===== config.mk =====
export PLATFORM = sky130hd
export DESIGN_NAME = adc_spi_capture
export DESIGN_NICKNAME = d
export VERILOG_FILES = /design/src/rtl/adc_pkg.sv /design/src/rtl/adc_spi_capture_sclk_gen.sv /design/src/rtl/adc_spi_capture.sv
export SDC_FILE = /design/constraint.sdc
export NUM_CORES = 1
export LEC_CHECK = 0
export ABC_AREA = 1
export ABC_CLOCK_PERIOD_IN_PS = 1350
export CAP_MARGIN = 30
export CELL_PAD_IN_SITES_DETAIL_PLACEMENT = 1
export CELL_PAD_IN_SITES_GLOBAL_PLACEMENT = 2
export CORE_ASPECT_RATIO = 0.7
export CORE_MARGIN = 1
export CORE_UTILIZATION = 30
export CTS_CLUSTER_DIAMETER = 30
export DETAILED_ROUTE_END_ITERATION = 6
export GPL_ROUTABILITY_DRIVEN = 0
export PLACE_DENSITY_LB_ADDON = 0.12
export SLEW_MARGIN = 25
export SYNTH_ARGS = -nofsm -noshare
export SYNTH_HDL_FRONTEND = slang
export SYNTH_SLANG_ARGS = --single-unit

===== constraint.sdc =====
create_clock -name clk -period 1.35 [get_ports clk]
set_input_delay 0.135 -clock clk [delete_from_list [all_inputs] [get_ports clk]]
set_output_delay 0.135 -clock clk [all_outputs]
set_load 0.01 [all_outputs]

===== src/rtl/adc_pkg.sv =====
// adc_pkg
// Shared definitions for the SPI ADC capture block:
//   frame_state_t : capture FSM states
//   F             : default frame length in SCLK bits (leading zeros + data)
//   to_twos       : offset-binary to two's-complement conversion
package adc_pkg;

    typedef enum logic [1:0] {IDLE, SETUP, SHIFT, DONE} frame_state_t;

    localparam int SAMPLE_W_DEF   = 12;
    localparam int LEAD_ZEROS_DEF = 4;
    localparam int F              = LEAD_ZEROS_DEF + SAMPLE_W_DEF;

    // Offset binary differs from two's complement only in the MSB, so the
    // conversion is a single bit flip at position width-1.
    function automatic logic [31:0] to_twos(input logic [31:0] raw,
                                            input int          width,
                                            input bit          offset_binary);
        logic [31:0] msb;
        msb = 32'd1 << (width - 1);
        return offset_binary ? (raw ^ msb) : raw;
    endfunction

endpackage


===== src/rtl/adc_spi_capture_sclk_gen.sv =====
// sclk_gen
// SCLK timing for one SPI frame. The frame is a sequence of half-periods,
// each clk_div clk cycles long: half 0 is the chip-select setup (SCLK high),
// then odd halves drive SCLK low and even halves drive it high.
// Ports:
//   clk, rst   : system clock, synchronous active-high reset
//   busy       : high while chip select is asserted; counters clear otherwise
//   adc_sclk   : serial clock, high when idle
//   rise       : strobe on the clk edge that drives SCLK 0->1 (capture point)
//   setup_end  : strobe on the edge that ends the setup half
//   last_bit   : strobe on the edge that ends the high half of the final bit
module sclk_gen
#(
    parameter int clk_div    = 4,
    parameter int half_count = 33
) (
    input  logic clk,
    input  logic rst,
    input  logic busy,
    output logic adc_sclk,
    output logic rise,
    output logic setup_end,
    output logic last_bit
);

    localparam int div_w = (clk_div > 1) ? $clog2(clk_div) : 1;
    localparam int idx_w = $clog2(half_count);

    logic [div_w-1:0] half_cnt;
    logic [idx_w-1:0] half_idx;
    logic             half_end;

    assign half_end = busy && (half_cnt == div_w'(clk_div - 1));

    always_ff @(posedge clk) begin
        if (rst || !busy) begin
            half_cnt <= '0;
            half_idx <= '0;
        end else if (half_end) begin
            half_cnt <= '0;
            // Wrap at the end of the frame so SCLK is already high in DONE.
            half_idx <= (half_idx == idx_w'(half_count - 1)) ? '0 : half_idx + 1'b1;
        end else begin
            half_cnt <= half_cnt + 1'b1;
        end
    end

    assign adc_sclk  = ~half_idx[0];
    assign rise      = half_end && half_idx[0];
    assign setup_end = half_end && (half_idx == '0);
    assign last_bit  = half_end && (half_idx == idx_w'(half_count - 1));

endmodule


===== src/rtl/adc_spi_capture.sv =====
// adc_spi_capture
// Drives a serial SPI ADC at a fixed sample rate, deserialises each frame
// (lead_zeros leading zeros, then sample_width data bits, MSB first) and
// emits a two's-complement sample with a one-cycle valid strobe.
// Ports:
//   clk, rst      : system clock, synchronous active-high reset
//   enable        : start new frames while high (sampled at period start)
//   adc_miso      : serial data from the ADC
//   adc_cs_n      : chip select, active low
//   adc_sclk      : serial clock, idles high
//   sample        : signed sample, holds between frames
//   sample_valid  : one-cycle strobe when sample is updated
//   frame_err     : sticky, set when a leading bit was nonzero
module adc_spi_capture
    import adc_pkg::*;
#(
    parameter int sample_width  = 12,
    parameter int lead_zeros    = 4,
    parameter int clk_div       = 4,
    parameter int sample_period = 1042,
    parameter bit offset_binary = 1'b1
) (
    input  logic                           clk,
    input  logic                           rst,
    input  logic                           enable,
    input  logic                           adc_miso,
    output logic                           adc_cs_n,
    output logic                           adc_sclk,
    output logic signed [sample_width-1:0] sample,
    output logic                           sample_valid,
    output logic                           frame_err
);

    localparam int frame_bits = lead_zeros + sample_width;
    localparam int cnt_w      = $clog2(sample_period);

    if (clk_div < 1) begin : g_div_check
        $error("clk_div must be at least 1");
    end
    if (sample_period < clk_div * (2 * frame_bits + 1) + 2) begin : g_period_check
        $error("sample_period too short to fit one frame");
    end

    frame_state_t            state, state_nxt;
    logic [cnt_w-1:0]        period_cnt;
    logic [frame_bits-1:0]   shift_reg;
    logic [31:0]             converted;
    logic                    tick, busy, rise, setup_end, last_bit;

    // Free-running period counter; frames may only start at its zero point.
    always_ff @(posedge clk) begin
        if (rst || period_cnt == cnt_w'(sample_period - 1)) begin
            period_cnt <= '0;
        end else begin
            period_cnt <= period_cnt + 1'b1;
        end
    end

    assign tick = (period_cnt == '0) && enable;
    assign busy = (state == SETUP) || (state == SHIFT);

    sclk_gen #(
        .clk_div    (clk_div),
        .half_count (2 * frame_bits + 1)
    ) u_sclk_gen (
        .clk       (clk),
        .rst       (rst),
        .busy      (busy),
        .adc_sclk  (adc_sclk),
        .rise      (rise),
        .setup_end (setup_end),
        .last_bit  (last_bit)
    );

    always_ff @(posedge clk) begin
        if (rst) begin
            state <= IDLE;
        end else begin
            state <= state_nxt;
        end
    end

    // A tick outside IDLE is simply ignored.
    always_comb begin
        state_nxt    = state;
        adc_cs_n     = 1'b1;
        sample_valid = 1'b0;
        unique case (state)
            IDLE: begin
                if (tick) state_nxt = SETUP;
            end
            SETUP: begin
                adc_cs_n = 1'b0;
                if (setup_end) state_nxt = SHIFT;
            end
            SHIFT: begin
                adc_cs_n = 1'b0;
                if (last_bit) state_nxt = DONE;
            end
            DONE: begin
                sample_valid = 1'b1;
                state_nxt    = IDLE;
            end
            default: state_nxt = IDLE;
        endcase
    end

    assign converted = to_twos(32'(shift_reg[sample_width-1:0]), sample_width, offset_binary);

    // Sample and error flag load on the SHIFT->DONE edge, so both are
    // visible in the DONE cycle alongside sample_valid.
    always_ff @(posedge clk) begin
        if (rst) begin
            shift_reg <= '0;
            sample    <= '0;
            frame_err <= 1'b0;
        end else begin
            if (rise) begin
                shift_reg <= {shift_reg[frame_bits-2:0], adc_miso};
            end
            if (state == SHIFT && last_bit) begin
                sample <= $signed(converted[sample_width-1:0]);
                if (|shift_reg[frame_bits-1 -: lead_zeros]) begin
                    frame_err <= 1'b1;
                end
            end
        end
    end

endmodule


==> impl_metrics.json, run 1 <==
{
  "status": "complete, but fails checks",
  "violations": "setup timing",
  "ant_nets": 0,
  "yosysTopAreaCell": "dfxtp_1",
  "multi_input_area_sq_um": 1300,
  "hp-class": "in -> reg",
  "seq_area_sq_um": 1010,
  "cts_tree": "done",
  "reg2reg_to": "shift_reg[4]$_SDFFE_PP0P_",
  "cp_slowest_cell": "dfxtp_2",
  "rr_startpoint": "state[1]$_SDFFE_PP0P_",
  "layout-drive-gt1-share": 0.422,
  "slowest_delay_ps": 340,
  "worst-r2r-cell-count": 10,
  "syn_inst": 274,
  "clk_latency_ps": 300,
  "slew_violations": 0,
  "hpwl_um": 3770,
  "synth.area.mux_share": 0,
  "synth_simple_gate_area_share": 0.285,
  "num-fill-cells": 791,
  "crit_chain": "inv_2 > ha_4 > nand2_8 > clkinv_8 > nand2_8 > buf_12 > clkinv_8 > clkbuf_16 > nand2_2 > a21oi_1",
  "setup_viol": 34,
  "worst_slew_pin_slew_ps": 359,
  "clockRootBuffer": "clkbuf_8",
  "synth_top_family_by_area": "simple AND/OR/NAND/NOR gates",
  "crit_family": "buffers and inverters",
  "synth_common_cells": "70 x nand2_1, 50 x dfxtp_1, 26 x a21oi_1",
  "diodes": 0,
  "criticalPathCategory": "reg -> reg",
  "syn_to_final_growth_pct": 48.7,
  "synth-warning-count": 0,
  "slew_headroom": 0.761,
  "final_cell_area_sq_um": 3260,
  "antenna_found_initial": 0,
  "vias_per_cell": 4.51,
  "route.detailed.drc": 0,
  "yosysSeqAreaShare": 0.457,
  "synth-compound-area-share": 0.117,
  "cts_buffer_depth": 2,
  "drv_cap": 0,
  "final-hold-violation-count": 0,
  "start_kind": "register",
  "p_leak_uw": 0.00148,
  "io-pin-count": 20,
  "yosysMostFrequentCell": "nand2_1",
  "dieWidth_um": 104,
  "wl_um": 5680,
  "synth_seq_cells": 50,
  "synth_adder_area_share": 0.0571,
  "dieArea_sq_um": 7660,
  "drt_iter0_drc": 34,
  "reg2reg_setup_slack_ps": -110,
  "fin_setup_tns_ps": -2670,
  "cts_hold_buffers": 0,
  "synth.avg_cell_area_sq_um": 8.00,
  "grt_max_degree": 24,
  "largest_reg_flops": 16,
  "crit_end": "shift_reg[4]$_SDFFE_PP0P_",
  "rows": 25,
  "grt_pass1_wl_um": 8890,
  "coreArea_sq_um": 6910,
  "buffer_ports.inserted": 19,
  "synth_area_sq_um": 2190,
  "synth_flop_cell": "dfxtp_1",
  "min_period_ps": 1460,
  "clk_pin_slew_ps": 90,
  "cp.depth": 10,
  "wl_per_cell_um": 13.4,
  "finalPower_uw": 3230,
  "rsz0062_at_grt": "true",
  "vdd_drop_max_mv": 0.605,
  "vias": 1909,
  "async_flop_share": 0,
  "path_buf_inv": 5,
  "synth_nets": 288,
  "powerDensity_nw_per_um2": 992,
  "grt_pass1_vias": 1863,
  "nets": 342,
  "die_h_um": 73.5,
  "crit_fanout": 6,
  "ys_types": 31,
  "cts-buffers-inserted": 5,
  "critPathCaptureType": "register",
  "cp.arrival_ps": 1700,
  "synth.top_cell.area_share": 0.457,
  "synth_xor_area_frac": 0.0120,
  "crit_start": "state[1]$_SDFFE_PP0P_",
  "synth_edf_count": 0,
  "synthTopCellsByArea": "dfxtp_1 46%, nand2_1 12%, a21oi_1 5.9%",
  "htree_levels": 2,
  "dpl_cell_area_sq_um": 2690,
  "cts_num_sinks": 50,
  "timing.fmax_mhz": 685,
  "firstDrtPassIters": 4,
  "min_period_over_period": 1.08,
  "required_ps": 1590,
  "worst_slack_ps": -109,
  "overflow": 0,
  "grt_usage": 0.149,
  "clock_skew_ps": 7.15,
  "initial_utilization": 0.317
}
-- per-layer routing --
layer	routed length, um	part of all wire	GRT usage	vias to the layer above
met5	0	0	0	-
met3	117	0.021	0.0355	5
met1	3100	0.55	0.210	903
li1	-	-	-	983
met2	2410	0.42	0.230	18
met4	50	0.0088	0.0381	0
-- repair_timing --
item                                    in CTS  in global routing
pin swaps                                    8                 19
endpoints found under the setup margin      39                 60
resized for setup                           26                 97
setup buffers                                2                  6
gates cloned                                 1                  3
-- report_power, final --
part | leakage, uW | internal, uW | switching, uW
combinational | 0.00102 | 341 | 400
sequential | 0.000406 | 1530 | 33.8
clock | 0.0000472 | 413 | 519
-- how the worst min path moves through the flow --
stage / startpoint / end / slack (ps) / depth (start not counted)
finish: adc_miso / shift_reg[0]$_SDFFE_PP0P_ / 390 / 3
global route: adc_miso / shift_reg[0]$_SDFFE_PP0P_ / 390 / 3
CTS: adc_miso / shift_reg[0]$_SDFFE_PP0P_ / 360 / 3
detailed placement: shift_reg[11]$_SDFFE_PP0P_ / sample[11]$_SDFFE_PP0P_ / 420 / 1
global placement: u_sclk_gen.half_cnt[0]$_SDFF_PP0_ / u_sclk_gen.half_cnt[0]$_SDFF_PP0_ / 420 / 1
floorplan: adc_miso / shift_reg[0]$_SDFFE_PP0P_ / 280 / 2
-- logic make-up after synthesis --
family	after synthesis
AND/OR/NAND/NOR	131
flip-flops	50
AO/OA/AOI/OAI	45
buffers and inverters	35
adder cells (fa/ha/maj)	10
XOR/XNOR	3
-- final cells by class --
class | instances | area share
inverters | 26 | 0.0399
clock buffers | 6 | 0.0253
flip-flops and latches | 50 | 0.310
multi-input cells | 189 | 0.400
clock inverters | 2 | 0.00384
repair buffers | 55 | 0.183
repair inverters | 1 | 0.00192
well taps | 94 | 0.0361
-- cells in the final DEF, fill, tap and decap left out, types with 7 or more instances in the layout --
cell type / instances
dlymetal6s2s_1: 11
nand3_1: 7
inv_2: 7
a21oi_2: 18
nor2_1: 21
o21ai_2: 7
buf_4: 24
nand2_1: 49
nand2_2: 17
inv_1: 15
dfxtp_1: 44
a21oi_1: 16
-- per-stage QoR --
stage,setup slack [ps],utilization,cells,hold WS [ps]
3_3_place_gp,-102,0.389,405,418
6_report,-109,0.471,423,388
2_1_floorplan,2.90,-,274,278
3_5_place_dp,-167,0.389,405,423
5_1_grt,-168,0.471,423,388
4_1_cts,-116,0.410,416,364
-- worst reg2reg max path, cell delays in order, from the launching register on --
cell and delay, ps:
dfxtp_2 340, inv_2 50, ha_4 300, nand2_8 80
clkinv_8 80, nand2_8 60, buf_12 130, clkinv_8 50
clkbuf_16 150, nand2_2 50, a21oi_1 110
Power figures use the tool's default switching activity.
==> inputs of run 2 (changes only) <==
Settings changed: PLACE_DENSITY from default to 0.82, PLACE_DENSITY_LB_ADDON 0.12 to default.
==> run 2 against run 1 <==
The run still ends with setup timing left. Clock power increased by 16%. Clock skew increased by 5.4 ps. Count of clock-buffer cells in the layout decreased by 1. Total power decreased by 0.42%. Largest power group unchanged. Combinational power decreased by 21%. Highest routed layer unchanged. Die area unchanged. Sequential power about the same.
==> impl_metrics.json, run 2 (synthesis gave the netlist of run 1 again) <==
{
  "whs_endpoint": "shift_reg[0]$_SDFFE_PP0P_",
  "setup_viol": 28,
  "layout_commonest_cell": "nand2_1",
  "cts_hold_buffers": 0,
  "path_common_cell": "nand2_4",
  "cts_tree": "done",
  "cp_slowest_cell": "dfxtp_2",
  "wl_per_cell_um": 13.0,
  "overflow": 0,
  "drv_cap": 0,
  "dieWidth_um": 104,
  "wl_um": 5420,
  "layout-drive-gt1-share": 0.407,
  "worst_slack_ps": -114,
  "start_kind": "register",
  "clockRootBuffer": "clkbuf_8",
  "grt_usage": 0.153,
  "grt_max_degree": 20,
  "rsz0062_at_grt": "true",
  "route.detailed.drc": 0,
  "ant_nets": 0,
  "initial_utilization": 0.317,
  "buffer_ports.inserted": 19,
  "cts-buffers-inserted": 5,
  "clk_latency_ps": 310,
  "vdd_drop_max_mv": 0.553,
  "required_ps": 1530,
  "cp.arrival_ps": 1650,
  "dpl_cell_area_sq_um": 2680,
  "hold_depth": 3,
  "clock_skew_ps": 12.6,
  "coreArea_sq_um": 6910,
  "final_cell_area_sq_um": 3120,
  "hp-class": "in -> reg",
  "min_from": "adc_miso",
  "slew_violations": 0,
  "powerDensity_nw_per_um2": 1030,
  "reg2reg_to": "sample[0]$_SDFFE_PP0P_",
  "slowest_delay_ps": 340,
  "worst-r2r-cell-count": 8,
  "grt_pass1_vias": 1972,
  "critPathCaptureType": "register",
  "die_h_um": 73.5,
  "crit_chain": "inv_2 > ha_4 > nand2_4 > inv_6 > nand4_4 > buf_12 > nand2_4 > a21oi_2",
  "cts_buffer_depth": 2,
  "drt_iter0_drc": 64,
  "crit_fanout": 6,
  "slew_headroom": 0.820,
  "num-fill-cells": 818,
  "nets": 337,
  "status": "complete, but fails checks",
  "timing.fmax_mhz": 683,
  "vias": 1859,
  "firstDrtPassIters": 4,
  "cts_num_sinks": 50,
  "most-common-layout-cells": "43 x nand2_1, 41 x dfxtp_1, 27 x buf_4, 21 x a21oi_1, 19 x nor2_1",
  "antenna_found_initial": 0,
  "min_period_over_period": 1.08,
  "hpwl_um": 3770,
  "worst_slew_pin_slew_ps": 270,
  "htree_levels": 2,
  "io-pin-count": 20,
  "holdWs_ps": 382,
  "min_period_ps": 1460,
  "largest_reg_flops": 16,
  "rows": 25,
  "violations": "setup timing",
  "dieArea_sq_um": 7660,
  "syn_to_final_growth_pct": 42.5,
  "grt_pass1_wl_um": 9200,
  "final-hold-violation-count": 0,
  "reg2reg_setup_slack_ps": -110,
  "clk_pin_slew_ps": 90,
  "vias_per_cell": 4.45,
  "p_leak_uw": 0.00132,
  "rr_startpoint": "state[0]$_SDFFE_PP0P_",
  "diodes": 0,
  "criticalPathCategory": "reg -> reg"
}
[run 2: cell count changes in the layout (fill, tap and decap cells not counted), moves of 5 or more]
cell,previous run,this run
a21oi_1,16,21
a21oi_2,18,13
buf_6,6,1
dlygate4sd2_1,3,9
dlymetal6s2s_1,11,5
nand2_1,49,43
nand2_4,6,15
[run 2: final cells by class]
class                           instances  area, sq um  share of cell area
Clock buffer                            5         68.8              0.0220
Clock inverter                          3         43.8              0.0140
Inverter                               26          110              0.0352
Multi-Input combinational cell        189         1300               0.417
Sequential cell                        50         1020               0.326
Tap cell                               94          118              0.0376
Timing Repair Buffer                   50          455               0.146
Timing Repair inverter                  1         8.76             0.00280
[run 2: stage by stage]
step,utilization,TNS (ps),worst slack (ps),cells,power (uW)
after floorplan,-,0,2.90,274,1910
after global placement,0.388,-852,-68.5,404,2120
after detailed placement,0.388,-2880,-181,404,2140
after CTS,0.427,-1910,-111,417,3250
after global routing,0.452,-4420,-176,418,3400
final,0.452,-1770,-114,418,3220
[run 2: worst max path at each step]
stage / startpoint / end / slack (ps) / cells after the start
global route: state[0]$_SDFFE_PP0P_ / u_sclk_gen.half_idx[5]$_SDFFE_PP0P_ / -180 / 9
CTS: state[0]$_SDFFE_PP0P_ / u_sclk_gen.half_idx[5]$_SDFFE_PP0P_ / -110 / 9
global placement: state[1]$_SDFFE_PP0P_ / frame_err$_SDFFE_PP0P_ / -70 / 8
detailed placement: state[0]$_SDFFE_PP0P_ / sample[0]$_SDFFE_PP0P_ / -180 / 8
finish: state[0]$_SDFFE_PP0P_ / sample[0]$_SDFFE_PP0P_ / -110 / 8
floorplan: u_sclk_gen.half_idx[0]$_SDFFE_PP0P_ / sample[10]$_SDFFE_PP0P_ / 3 / 8
[run 2: where the power goes]
group          total, uW  switching, uW  internal (uW)
clock network       1080            522            556
registers           1560           34.7           1530
logic                582            324            258
[run 2: timing repair]
action / in CTS / in global routing
endpoints found under the setup margin: 40 / 48
cloned: 2 / 0
endpoints found under the hold margin: 0 / 0
buffers inserted: 3 / 2
resized for setup: 64 / 51
pin swaps: 17 / 7
[run 2: per-layer routing]
metal	up-vias	wire, um	GRT usage
met3	9	131	0.0337
met5	-	0	0
met2	16	2370	0.251
met4	0	71	0.0460
li1	977	-	-
met1	857	2850	0.202
[run 2: worst max-delay path, delay by kind of cell (launching register included)]
family | cells | cell delay, ps
AO/OA/AOI/OAI | 1 | 50
adder cells (fa/ha/maj) | 1 | 290
buffers and inverters | 3 | 360
flip-flops | 1 | 340
AND/OR/NAND/NOR | 3 | 300
